$ cat src/rtl/aer_pkg.sv
// Shared AER definitions: handshake FSM state type, handshake level constants
// and a helper that sizes the gate window counter. Also intended for use by
// the AER receiver.
// No ports (package).
package aer_pkg;

    // 4-phase handshake sender states.
    typedef enum logic [1:0] {
        IDLE    = 2'd0,
        REQ     = 2'd1,
        ACK_LOW = 2'd2
    } aer_state_t;

    // Handshake line levels.
    localparam logic AER_REQ_ASSERT = 1'b1;
    localparam logic AER_REQ_IDLE   = 1'b0;
    localparam logic AER_ACK_ASSERT = 1'b1;

    // Counter width able to hold 0..duration. At least one bit, so that a
    // zero-length window still gets a well-formed (always-zero) counter.
    function automatic int cnt_width(input int duration);
        if (duration > 0) begin
            return $clog2(duration + 1);
        end else begin
            return 1;
        end
    endfunction

endpackage

$ cat src/rtl/aer_priority_arbiter.sv
// Picks one pending channel and returns it as a one-hot grant and a binary
// address.
// Build option AER_GATE_RR_EN: when defined, round-robin search starting at
// the channel after the last granted one (pointer kept here, advanced on
// take). When undefined, fixed priority with the lowest index winning and no
// state at all.
// Ports:
//   clk, reset (AER_GATE_RR_EN only) clock / async active-low reset of pointer
//   take       (AER_GATE_RR_EN only) current grant is being accepted
//   pending    candidate channels
//   grant      one-hot winner (all zero when nothing pending)
//   addr       binary index of the winner
module aer_priority_arbiter
    import aer_pkg::*;
#(
    parameter int NUM_CH = 5,
    localparam int ADDR_W = $clog2(NUM_CH)
)
(
`ifdef AER_GATE_RR_EN
    input  logic              clk,
    input  logic              reset,
    input  logic              take,
`endif
    input  logic [NUM_CH-1:0] pending,
    output logic [NUM_CH-1:0] grant,
    output logic [ADDR_W-1:0] addr
);

    localparam logic [NUM_CH-1:0] ONE_HOT0 = {{(NUM_CH-1){1'b0}}, 1'b1};

    logic              lo_any_s;
    logic [ADDR_W-1:0] lo_idx_s;
    logic              sel_any_s;
    logic [ADDR_W-1:0] sel_idx_s;

    // Lowest pending index overall (the downward scan leaves the lowest hit).
    always_comb begin
        lo_any_s = 1'b0;
        lo_idx_s = '0;
        for (int c = NUM_CH - 1; c >= 0; c--) begin
            if (pending[c]) begin
                lo_any_s = 1'b1;
                lo_idx_s = ADDR_W'(c);
            end else begin
                lo_any_s = lo_any_s;
                lo_idx_s = lo_idx_s;
            end
        end
    end

`ifdef AER_GATE_RR_EN
    logic [ADDR_W-1:0] ptr_r;
    logic              hi_any_s;
    logic [ADDR_W-1:0] hi_idx_s;

    // Lowest pending index at or above the pointer; the wrapped search falls
    // back to the lowest index overall when nothing lies above the pointer.
    always_comb begin
        hi_any_s = 1'b0;
        hi_idx_s = '0;
        for (int c = NUM_CH - 1; c >= 0; c--) begin
            if (pending[c] && (ADDR_W'(c) >= ptr_r)) begin
                hi_any_s = 1'b1;
                hi_idx_s = ADDR_W'(c);
            end else begin
                hi_any_s = hi_any_s;
                hi_idx_s = hi_idx_s;
            end
        end
    end

    // Winner selection for round-robin.
    always_comb begin
        sel_any_s = lo_any_s;
        if (hi_any_s) begin
            sel_idx_s = hi_idx_s;
        end else begin
            sel_idx_s = lo_idx_s;
        end
    end

    // Pointer moves to the channel after the accepted grant, wrapping at the top.
    always_ff @(posedge clk or negedge reset) begin
        if (!reset) begin
            ptr_r <= '0;
        end else if (take) begin
            if (sel_idx_s == ADDR_W'(NUM_CH - 1)) begin
                ptr_r <= '0;
            end else begin
                ptr_r <= sel_idx_s + ADDR_W'(1);
            end
        end else begin
            ptr_r <= ptr_r;
        end
    end
`else
    // Winner selection for fixed priority.
    always_comb begin
        sel_any_s = lo_any_s;
        sel_idx_s = lo_idx_s;
    end
`endif

    // Encode the winner.
    always_comb begin
        addr = sel_idx_s;
        if (sel_any_s) begin
            grant = ONE_HOT0 << sel_idx_s;
        end else begin
            grant = '0;
        end
    end

endmodule

$ cat src/rtl/aer_spike_gate.sv
// AER front end: per-channel spike edge capture, arbitration onto a 4-phase
// req/ack address bus, and a retriggerable gate window.
// Build option AER_GATE_RR_EN selects round-robin arbitration (default build:
// fixed priority, lowest channel wins).
// Ports:
//   clk       clock, all state on posedge
//   reset     asynchronous, active-low
//   spikes    raw spike levels, one per channel (sampled, never used as clock)
//   gate_en   high while the gate window counter is non-zero
//   aer_req   AER request (registered)
//   aer_addr  granted channel, stable while aer_req is high (registered)
//   aer_ack   AER acknowledge from the receiver
//   pending   captured events not yet acknowledged
//   overflow  sticky: an event arrived on a channel that was still pending
module aer_spike_gate
    import aer_pkg::*;
#(
    parameter int NUM_CH   = 5,
    parameter int DURATION = 15,
    localparam int ADDR_W  = $clog2(NUM_CH)
)
(
    input  logic              clk,
    input  logic              reset,
    input  logic [NUM_CH-1:0] spikes,
    output logic              gate_en,
    output logic              aer_req,
    output logic [ADDR_W-1:0] aer_addr,
    input  logic              aer_ack,
    output logic [NUM_CH-1:0] pending,
    output logic              overflow
);

    localparam int CNT_W = cnt_width(DURATION);
    localparam logic [NUM_CH-1:0] ONE_HOT0 = {{(NUM_CH-1){1'b0}}, 1'b1};

    logic [NUM_CH-1:0] prev_r;
    logic [NUM_CH-1:0] ev_s;
    logic [NUM_CH-1:0] clr_s;
    logic [NUM_CH-1:0] pend_nxt_s;
    logic              ovf_set_s;
    logic [CNT_W-1:0]  cnt_r;
    logic [CNT_W-1:0]  cnt_nxt_s;
    aer_state_t        state_r;
    aer_state_t        state_nxt_s;
    logic              req_nxt_s;
    logic [ADDR_W-1:0] addr_nxt_s;
    logic [NUM_CH-1:0] grant_s;
    logic [ADDR_W-1:0] grant_addr_s;

`ifdef AER_GATE_RR_EN
    logic take_s;

    // A grant is accepted exactly when the FSM leaves IDLE.
    always_comb begin
        take_s = (state_r == IDLE) && (|grant_s);
    end

    aer_priority_arbiter #(.NUM_CH(NUM_CH)) u_arb (
        .clk     (clk),
        .reset   (reset),
        .take    (take_s),
        .pending (pending),
        .grant   (grant_s),
        .addr    (grant_addr_s)
    );
`else
    aer_priority_arbiter #(.NUM_CH(NUM_CH)) u_arb (
        .pending (pending),
        .grant   (grant_s),
        .addr    (grant_addr_s)
    );
`endif

    // Rising-edge detect: a level held for many cycles counts once.
    always_comb begin
        ev_s = spikes & ~prev_r;
    end

    // Acknowledge of the current grant clears its pending bit. A new event on
    // that same edge re-arms the bit instead of counting as a loss.
    always_comb begin
        if ((state_r == REQ) && (aer_ack == AER_ACK_ASSERT)) begin
            clr_s = ONE_HOT0 << aer_addr;
        end else begin
            clr_s = '0;
        end
        pend_nxt_s = (pending & ~clr_s) | ev_s;
        ovf_set_s  = |(ev_s & pending & ~clr_s);
    end

    // Gate window: any event reloads the full duration, otherwise count down to 0.
    always_comb begin
        if (|ev_s) begin
            cnt_nxt_s = CNT_W'(DURATION);
        end else if (cnt_r != '0) begin
            cnt_nxt_s = cnt_r - CNT_W'(1);
        end else begin
            cnt_nxt_s = '0;
        end
    end

    // Capture, pending, overflow and gate window state.
    always_ff @(posedge clk or negedge reset) begin
        if (!reset) begin
            prev_r   <= '0;
            pending  <= '0;
            overflow <= 1'b0;
            cnt_r    <= '0;
            gate_en  <= 1'b0;
        end else begin
            prev_r   <= spikes;
            pending  <= pend_nxt_s;
            overflow <= overflow | ovf_set_s;
            cnt_r    <= cnt_nxt_s;
            gate_en  <= (cnt_nxt_s != '0);
        end
    end

    // Handshake FSM state register.
    always_ff @(posedge clk or negedge reset) begin
        if (!reset) begin
            state_r <= IDLE;
        end else begin
            state_r <= state_nxt_s;
        end
    end

    // Handshake FSM next state. Acknowledge is ignored while IDLE.
    always_comb begin
        case (state_r)
            IDLE: begin
                if (|grant_s) begin
                    state_nxt_s = REQ;
                end else begin
                    state_nxt_s = IDLE;
                end
            end
            REQ: begin
                if (aer_ack == AER_ACK_ASSERT) begin
                    state_nxt_s = ACK_LOW;
                end else begin
                    state_nxt_s = REQ;
                end
            end
            ACK_LOW: begin
                if (aer_ack != AER_ACK_ASSERT) begin
                    state_nxt_s = IDLE;
                end else begin
                    state_nxt_s = ACK_LOW;
                end
            end
            default: begin
                state_nxt_s = IDLE;
            end
        endcase
    end

    // Handshake outputs: address latched only when a grant is taken from IDLE.
    always_comb begin
        if (state_nxt_s == REQ) begin
            req_nxt_s = AER_REQ_ASSERT;
        end else begin
            req_nxt_s = AER_REQ_IDLE;
        end
        if ((state_r == IDLE) && (|grant_s)) begin
            addr_nxt_s = grant_addr_s;
        end else begin
            addr_nxt_s = aer_addr;
        end
    end

    // Registered handshake outputs.
    always_ff @(posedge clk or negedge reset) begin
        if (!reset) begin
            aer_req  <= AER_REQ_IDLE;
            aer_addr <= '0;
        end else begin
            aer_req  <= req_nxt_s;
            aer_addr <= addr_nxt_s;
        end
    end

endmodule

$ cat config.mk
export PLATFORM = sky130hd
export DESIGN_NAME = aer_spike_gate
export DESIGN_NICKNAME = d
export VERILOG_FILES = /design/src/rtl/aer_pkg.sv /design/src/rtl/aer_priority_arbiter.sv /design/src/rtl/aer_spike_gate.sv
export SDC_FILE = /design/constraint.sdc
export NUM_CORES = 1
export LEC_CHECK = 0
export ABC_AREA = 1
export CORE_MARGIN = 2
export CORE_UTILIZATION = 40
export DETAILED_ROUTE_END_ITERATION = 12
export GPL_TIMING_DRIVEN = 1
export PLACE_DENSITY = 0.71
export SETUP_SLACK_MARGIN = 0.1
export SYNTH_ARGS = -nofsm -noshare
export SYNTH_HDL_FRONTEND = slang
export SYNTH_SLANG_ARGS = --single-unit
$ cat constraint.sdc
create_clock -name clk -period 3.1 [get_ports clk]
set_input_delay 0.775 -clock clk [delete_from_list [all_inputs] [get_ports clk]]
set_output_delay 0.775 -clock clk [all_outputs]
set_load 0.005 [all_outputs]
==> results of run 1 <==
## state kept, by name, indices dropped and copies added, names as in the netlist
register / count
pending: 5
aer_addr: 3
aer_req: 1
overflow: 1
cnt_r: 4
prev_r: 5
gate_en: 1
state_r: 2
## per-stage QoR
| stage | utilization | area, um2 |
|---|---|---|
| floorplan | - | 962.2 |
| global placement | 0.5305 | 1185 |
| detailed placement | 0.5305 | 1185 |
| CTS | 0.5541 | 1237 |
| global route | 0.5541 | 1237 |
| finish | 0.5541 | 1237 |
## worst min path at each step
stage	from	cells after the start	end
3_3_place_gp	prev_r[0]$_DFF_PN0_	1	pending[0]$_DFF_PN0_
4_1_cts	prev_r[4]$_DFF_PN0_	1	pending[4]$_DFF_PN0_
6_report	prev_r[4]$_DFF_PN0_	1	pending[4]$_DFF_PN0_
5_1_grt	prev_r[4]$_DFF_PN0_	1	pending[4]$_DFF_PN0_
2_1_floorplan	prev_r[4]$_DFF_PN0_	1	pending[4]$_DFF_PN0_
3_5_place_dp	prev_r[4]$_DFF_PN0_	1	pending[4]$_DFF_PN0_
## cell families (layout without fill, tap and decap cells)
kind of cell | count (synthesis) | after routing | synth area share
buf+inv | 18 | 41 | 0.07022
compound gates | 21 | 21 | 0.1183
simple gates | 53 | 53 | 0.2393
flops | 22 | 22 | 0.5722
## cell usage after synthesis
| master | number |
|---|---|
| a31oi_1 | 1 |
| o21ai_2 | 1 |
| nor2_2 | 1 |
| o21ai_0 | 12 |
| inv_1 | 18 |
| dfrtp_1 | 22 |
| nor3_2 | 1 |
| nor3_1 | 1 |
| nand3_1 | 9 |
| nand3_2 | 1 |
| a21oi_1 | 5 |
| o22ai_1 | 1 |
| nand2_1 | 19 |
| nor2_1 | 20 |
| o211ai_1 | 1 |
| nand3b_1 | 1 |
## where the power goes
| group | total, mW | switching (mW) | internal, mW | leakage, nW |
|---|---|---|---|---|
| registers | 0.390 | 0.0517 | 0.338 | 0.235 |
| logic | 0.247 | 0.129 | 0.118 | 0.315 |
| clock network | 0.218 | 0.0873 | 0.131 | 0.0279 |
## worst register-to-register path: stages (launching register included)
cell and delay [ps]:
dfrtp_1 420, inv_1 100, nand3_2 140, nor2_1 190, nor2_1 60, nor2_1 110, nand3_1 80
## layer usage
metal,track usage,routed length (um),part of all wire,up-vias
met5,0,0,0,-
met4,0.05983,28,0.015,0
met3,0.02825,62,0.033,4
met2,0.2750,879,0.47,21
met1,0.2029,918,0.49,387
li1,-,-,-,410
## cell type report
type / instances / area [um2] / area share
inverter: 18 / 67.56 / 0.05460
tap: 28 / 35.03 / 0.02831
multi-input combinational: 74 / 344.1 / 0.2781
sequential: 22 / 550.5 / 0.4449
timing repair buffer: 19 / 187.7 / 0.1517
clock buffer: 3 / 22.52 / 0.01820
clock inverter: 1 / 30.03 / 0.02427
==> qor.csv, run 1 <==
metric,value,unit
Residual DRC,0,
Area Growth Syn to Fin,28.61,%
Mapped Cells,114,
pre-CTS setup slack,1063,ps
Clock Sink Count,22,
"Power, Total",0.8549,mW
final critical-path share of the clock period,0.6692,
Initial Utilization,0.4308,
f_max,0.4820,GHz
CP Capture Type,primary output,
# port buffers,18,
postcts setup bufs,0,
"Slew Viols, Final",0,
most frequent cells in the layout,"22 x dfrtp_1, 20 x nor2_1, 19 x nand2_1",
antenna violations before repair,0,
reg2reg path depth,6,
"Clk pin slew, worst setup/hold paths",130,ps
TritonRoute pass-1 iters,4,
RR Startpoint,state_r[1]$_DFF_PN0_,
Leakage Power,0.5774,nW
final WL,1889,um
Critical Path End,pending[3],
R2R Setup Slk,1910,ps
post-cts gate resize count,0,
initial DRC count,18,
CP startpoint,pending[3]$_DFF_PN0_,
# IOs,19,
CP bufs+invs,1,
H-tree Lvls,1,
share of cells above drive strength 1,0.06569,
Antenna Cells,0,
critical path required time,2320,ps
"Remaining Overflow, GRT",0,
Cell variety after synth,16,
Skew-Pair Late Insertion Delay,310,ps
"commonest non-fill, non-tap cell in the layout",dfrtp_1,
Routability Congestion,0.7817,
cell taking the most area after synthesis,dfrtp_1,
global-route wire length before repair,3277,um
RSZ-0062 raised after global routing,no,
die height,53.05,um
Via density,4.982,
sequential area share after synthesis,0.5722,
Setup CP Type,register to primary output,
yosys warns,0,
final worst slack,1025,ps
# rows,17,
Avg Synthesized Cell Area,8.440,um2
CP cell instances,clkdlybuf4s50_1,
wire per inst,11.45,um
Hold Buf Count CTS,0,
clock buffer depth,2,
worst hold slack,451.8,ps
setup TNS,0,ps
fillers,221,
"non-filler cells, final",165,
synthesized cell area,962.2,um2
die width,53.05,um
clk_skew,13.17,ps
count of final hold-check violations,0,
Max-slew headroom,0.7803,
Final min period,2075,ps
Top Family by Delay on Critical Path,buffers and inverters,
syn_nets,122,
Hold WC Path Type,register to register,
Pwr Density,690.9,nW/um2
largest net degree at the start of global routing,23,
total track usage,0.1611,
Worst VDD drop,0.3644,mV
Critical Path AT,1300,ps
number of global-route vias before repair,790,
CP max stage cell,clkdlybuf4s50_1,
Final nets,146,
worst-path fanout max,5,
DR vias,822,
WP depth,1,
Worst-Margin Slew,327.8,ps
total die area,2814,um2
crit path launch type,register,
worst reg2reg endpoint,overflow$_DFF_PN0_,
register bit total from synthesis,22,
Max Cap Viol,0,
root buf cell,clkbuf_4,
"Largest stage delay, worst path",530,ps
# setup viols final,0,
remaining antenna violation count,0,
TritonCTS buffer count,3,
status,"complete, no violations",
CTS tree,done,
synth top area cells,"dfrtp_1 57%, nor2_1 7.8%, nand2_1 7.4%",
Placed Cells,161,
top cell type's share of synthesized area,0.5722,
post-DP HPWL,1482,um
core area,2233,um2
No activity file was read; power rests on OpenSTA's default activity.
==> inputs of run 2 (changes only) <==
--- a/config.mk
+++ b/config.mk
@@ -10,7 +10,7 @@
 export CORE_UTILIZATION = 40
 export DETAILED_ROUTE_END_ITERATION = 12
 export GPL_TIMING_DRIVEN = 1
-export PLACE_DENSITY = 0.71
+export PLACE_DENSITY = 0.74
 export SETUP_SLACK_MARGIN = 0.1
 export SYNTH_ARGS = -nofsm -noshare
 export SYNTH_HDL_FRONTEND = slang
==> constraint.sdc (replaced) <==
create_clock -name clk -period 1.88 [get_ports clk]
set_input_delay 0.47 -clock clk [delete_from_list [all_inputs] [get_ports clk]]
set_output_delay 0.47 -clock clk [all_outputs]
set_load 0.005 [all_outputs]
==> run 2 against run 1 <==
  * Sequential cell count is the same
  * Clock power grew 17%
  * Non-clock buffer count is 4 higher
  * Largest cell class unchanged
  * Via count is 1.1% higher
  * Critical path depth is the same
  * Largest power group unchanged
  * Combinational power is 89% higher
  * Sequential power is 59% higher
==> qor.csv, run 2 (synthesized netlist as in run 1, its figures left out) <==
metric,value,unit
crit path launch type,register,
"commonest non-fill, non-tap cell in the layout",dfrtp_1,
TritonRoute pass-1 iters,4,
top flop regs,"pending x5, prev_r x5, cnt_r x4",
worst reg2reg endpoint,state_r[0]$_DFF_PN0_,
remaining antenna violation count,0,
die height,53.05,um
fillers,209,
RR Startpoint,pending[4]$_DFF_PN0_,
Final Core Density,0.5608,
share of cells above drive strength 1,0.09929,
core area,2233,um2
die width,53.05,um
R2R Setup Slk,670,ps
global-route wire length before repair,3201,um
CP bufs+invs,1,
# IOs,19,
Leakage Power,0.5895,nW
CP startpoint,pending[4]$_DFF_PN0_,
final WL,1863,um
antenna violations before repair,0,
# setup viols final,0,
setup TNS,0,ps
# port buffers,18,
Worst-Margin Slew,303.1,ps
number of global-route vias before repair,745,
worst-path fanout max,4,
Via density,4.917,
sequential share of power,0.462,
"Largest stage delay, worst path",520,ps
H-tree Lvls,1,
Residual DRC,0,
switch share,0.3253,
initial DRC count,15,
DR vias,831,
CP cell instances,clkdlybuf4s50_1,
WP depth,1,
Worst VDD drop,0.6184,mV
# rows,17,
P_sw,0.4362,mW
"Slew Viols, Final",0,
"Clk pin slew, worst setup/hold paths",120,ps
RSZ-0062 raised after global routing,no,
Initial Utilization,0.4308,
Hold WC Path Type,register to register,
Setup CP Type,register to primary output,
critical path required time,1410,ps
total die area,2814,um2
clock buffer depth,2,
total track usage,0.1550,
Routability Congestion,0.7884,
Area Growth Syn to Fin,30.17,%
Pwr Density,1071,nW/um2
root buf cell,clkbuf_4,
Critical Path End,pending[4],
Max-slew headroom,0.7968,
Max Cap Viol,0,
Top Family by Delay on Critical Path,buffers and inverters,
Internal Power,0.9046,mW
Hold Buf Count CTS,0,
f_max,0.5869,GHz
Clock Sink Count,22,
clk_skew,12.01,ps
Final min period,1704,ps
CP max stage cell,clkdlybuf4s50_1,
CTS tree,done,
Antenna Cells,0,
most frequent cells in the layout,"21 x dfrtp_1, 20 x nor2_1, 19 x nand2_1",
final critical-path share of the clock period,0.9063,
Final nets,150,
CP Capture Type,primary output,
count of final hold-check violations,0,
Critical Path AT,1230,ps
largest net degree at the start of global routing,23,
Skew-Pair Late Insertion Delay,310,ps
reg2reg path depth,5,
worst hold slack,446.2,ps
post-DP HPWL,1436,um
wire per inst,11.02,um
TritonCTS buffer count,3,
Combinational Power Share,0.347,
status,"complete, no violations",
"Remaining Overflow, GRT",0,
clock power share,0.191,
==> run 2: changes by cell type in the layout (fill, tap and decap cells not counted) <==
cell | previous run | this run
buf_4 | 1 | 5
bufinv_16 | 1 | 0
clkbuf_8 | 0 | 1
dfrtp_1 | 22 | 21
dfrtp_2 | 0 | 1
==> run 2: what timing repair did <==
action,4_1_cts,5_1_grt
gates cloned,0,0
resized for setup,0,1
endpoints found under the setup margin,1,4
buffers inserted,1,3
==> run 2: layout make-up <==
class                           count  area, um2  area share
Clock buffer                        4      36.28     0.02897
Inverter                           18      67.56     0.05395
Multi-Input combinational cell     74      344.1      0.2747
Sequential cell                    22      551.8      0.4406
Tap cell                           28      35.03     0.02797
Timing Repair Buffer               23      217.7      0.1738
==> run 2: per-layer routing <==
metal,part of all wire,vias to the layer above,GRT usage
met1,0.47,381,0.2022
met5,0,-,0
met3,0.050,6,0.03107
li1,-,421,-
met4,0.019,0,0.05128
met2,0.46,23,0.2563
==> run 2: worst min-delay path by stage <==
stage	from	endpoint	depth (start not counted)
2_1_floorplan	reset	aer_addr[0]$_DFFE_PN0P_	0
3_3_place_gp	prev_r[4]$_DFF_PN0_	pending[4]$_DFF_PN0_	1
3_5_place_dp	prev_r[4]$_DFF_PN0_	pending[4]$_DFF_PN0_	1
4_1_cts	prev_r[0]$_DFF_PN0_	pending[0]$_DFF_PN0_	1
5_1_grt	prev_r[4]$_DFF_PN0_	pending[4]$_DFF_PN0_	1
6_report	prev_r[0]$_DFF_PN0_	pending[0]$_DFF_PN0_	1
==> run 2: power groups by stage <==
stage	combinational (mW)	clock [mW]	sequential (mW)
2_1_floorplan	0.213	0	0.638
3_3_place_gp	0.397	0	0.643
3_5_place_dp	0.400	0	0.649
4_1_cts	0.427	0.262	0.629
5_1_grt	0.527	0.292	0.630
6_report	0.466	0.256	0.619
==> run 2: metrics by stage <==
stage / power (mW) / instance area, um2 / worst slack [ps] / std cells
finish: 1.341 / 1252 / 176.2 / 169
global route: 1.449 / 1252 / 106.5 / 169
CTS: 1.318 / 1229 / 114.1 / 166
detailed placement: 1.050 / 1185 / 145.7 / 161
global placement: 1.040 / 1185 / 155.2 / 161
floorplan: 0.8509 / 962.2 / 813.2 / 114
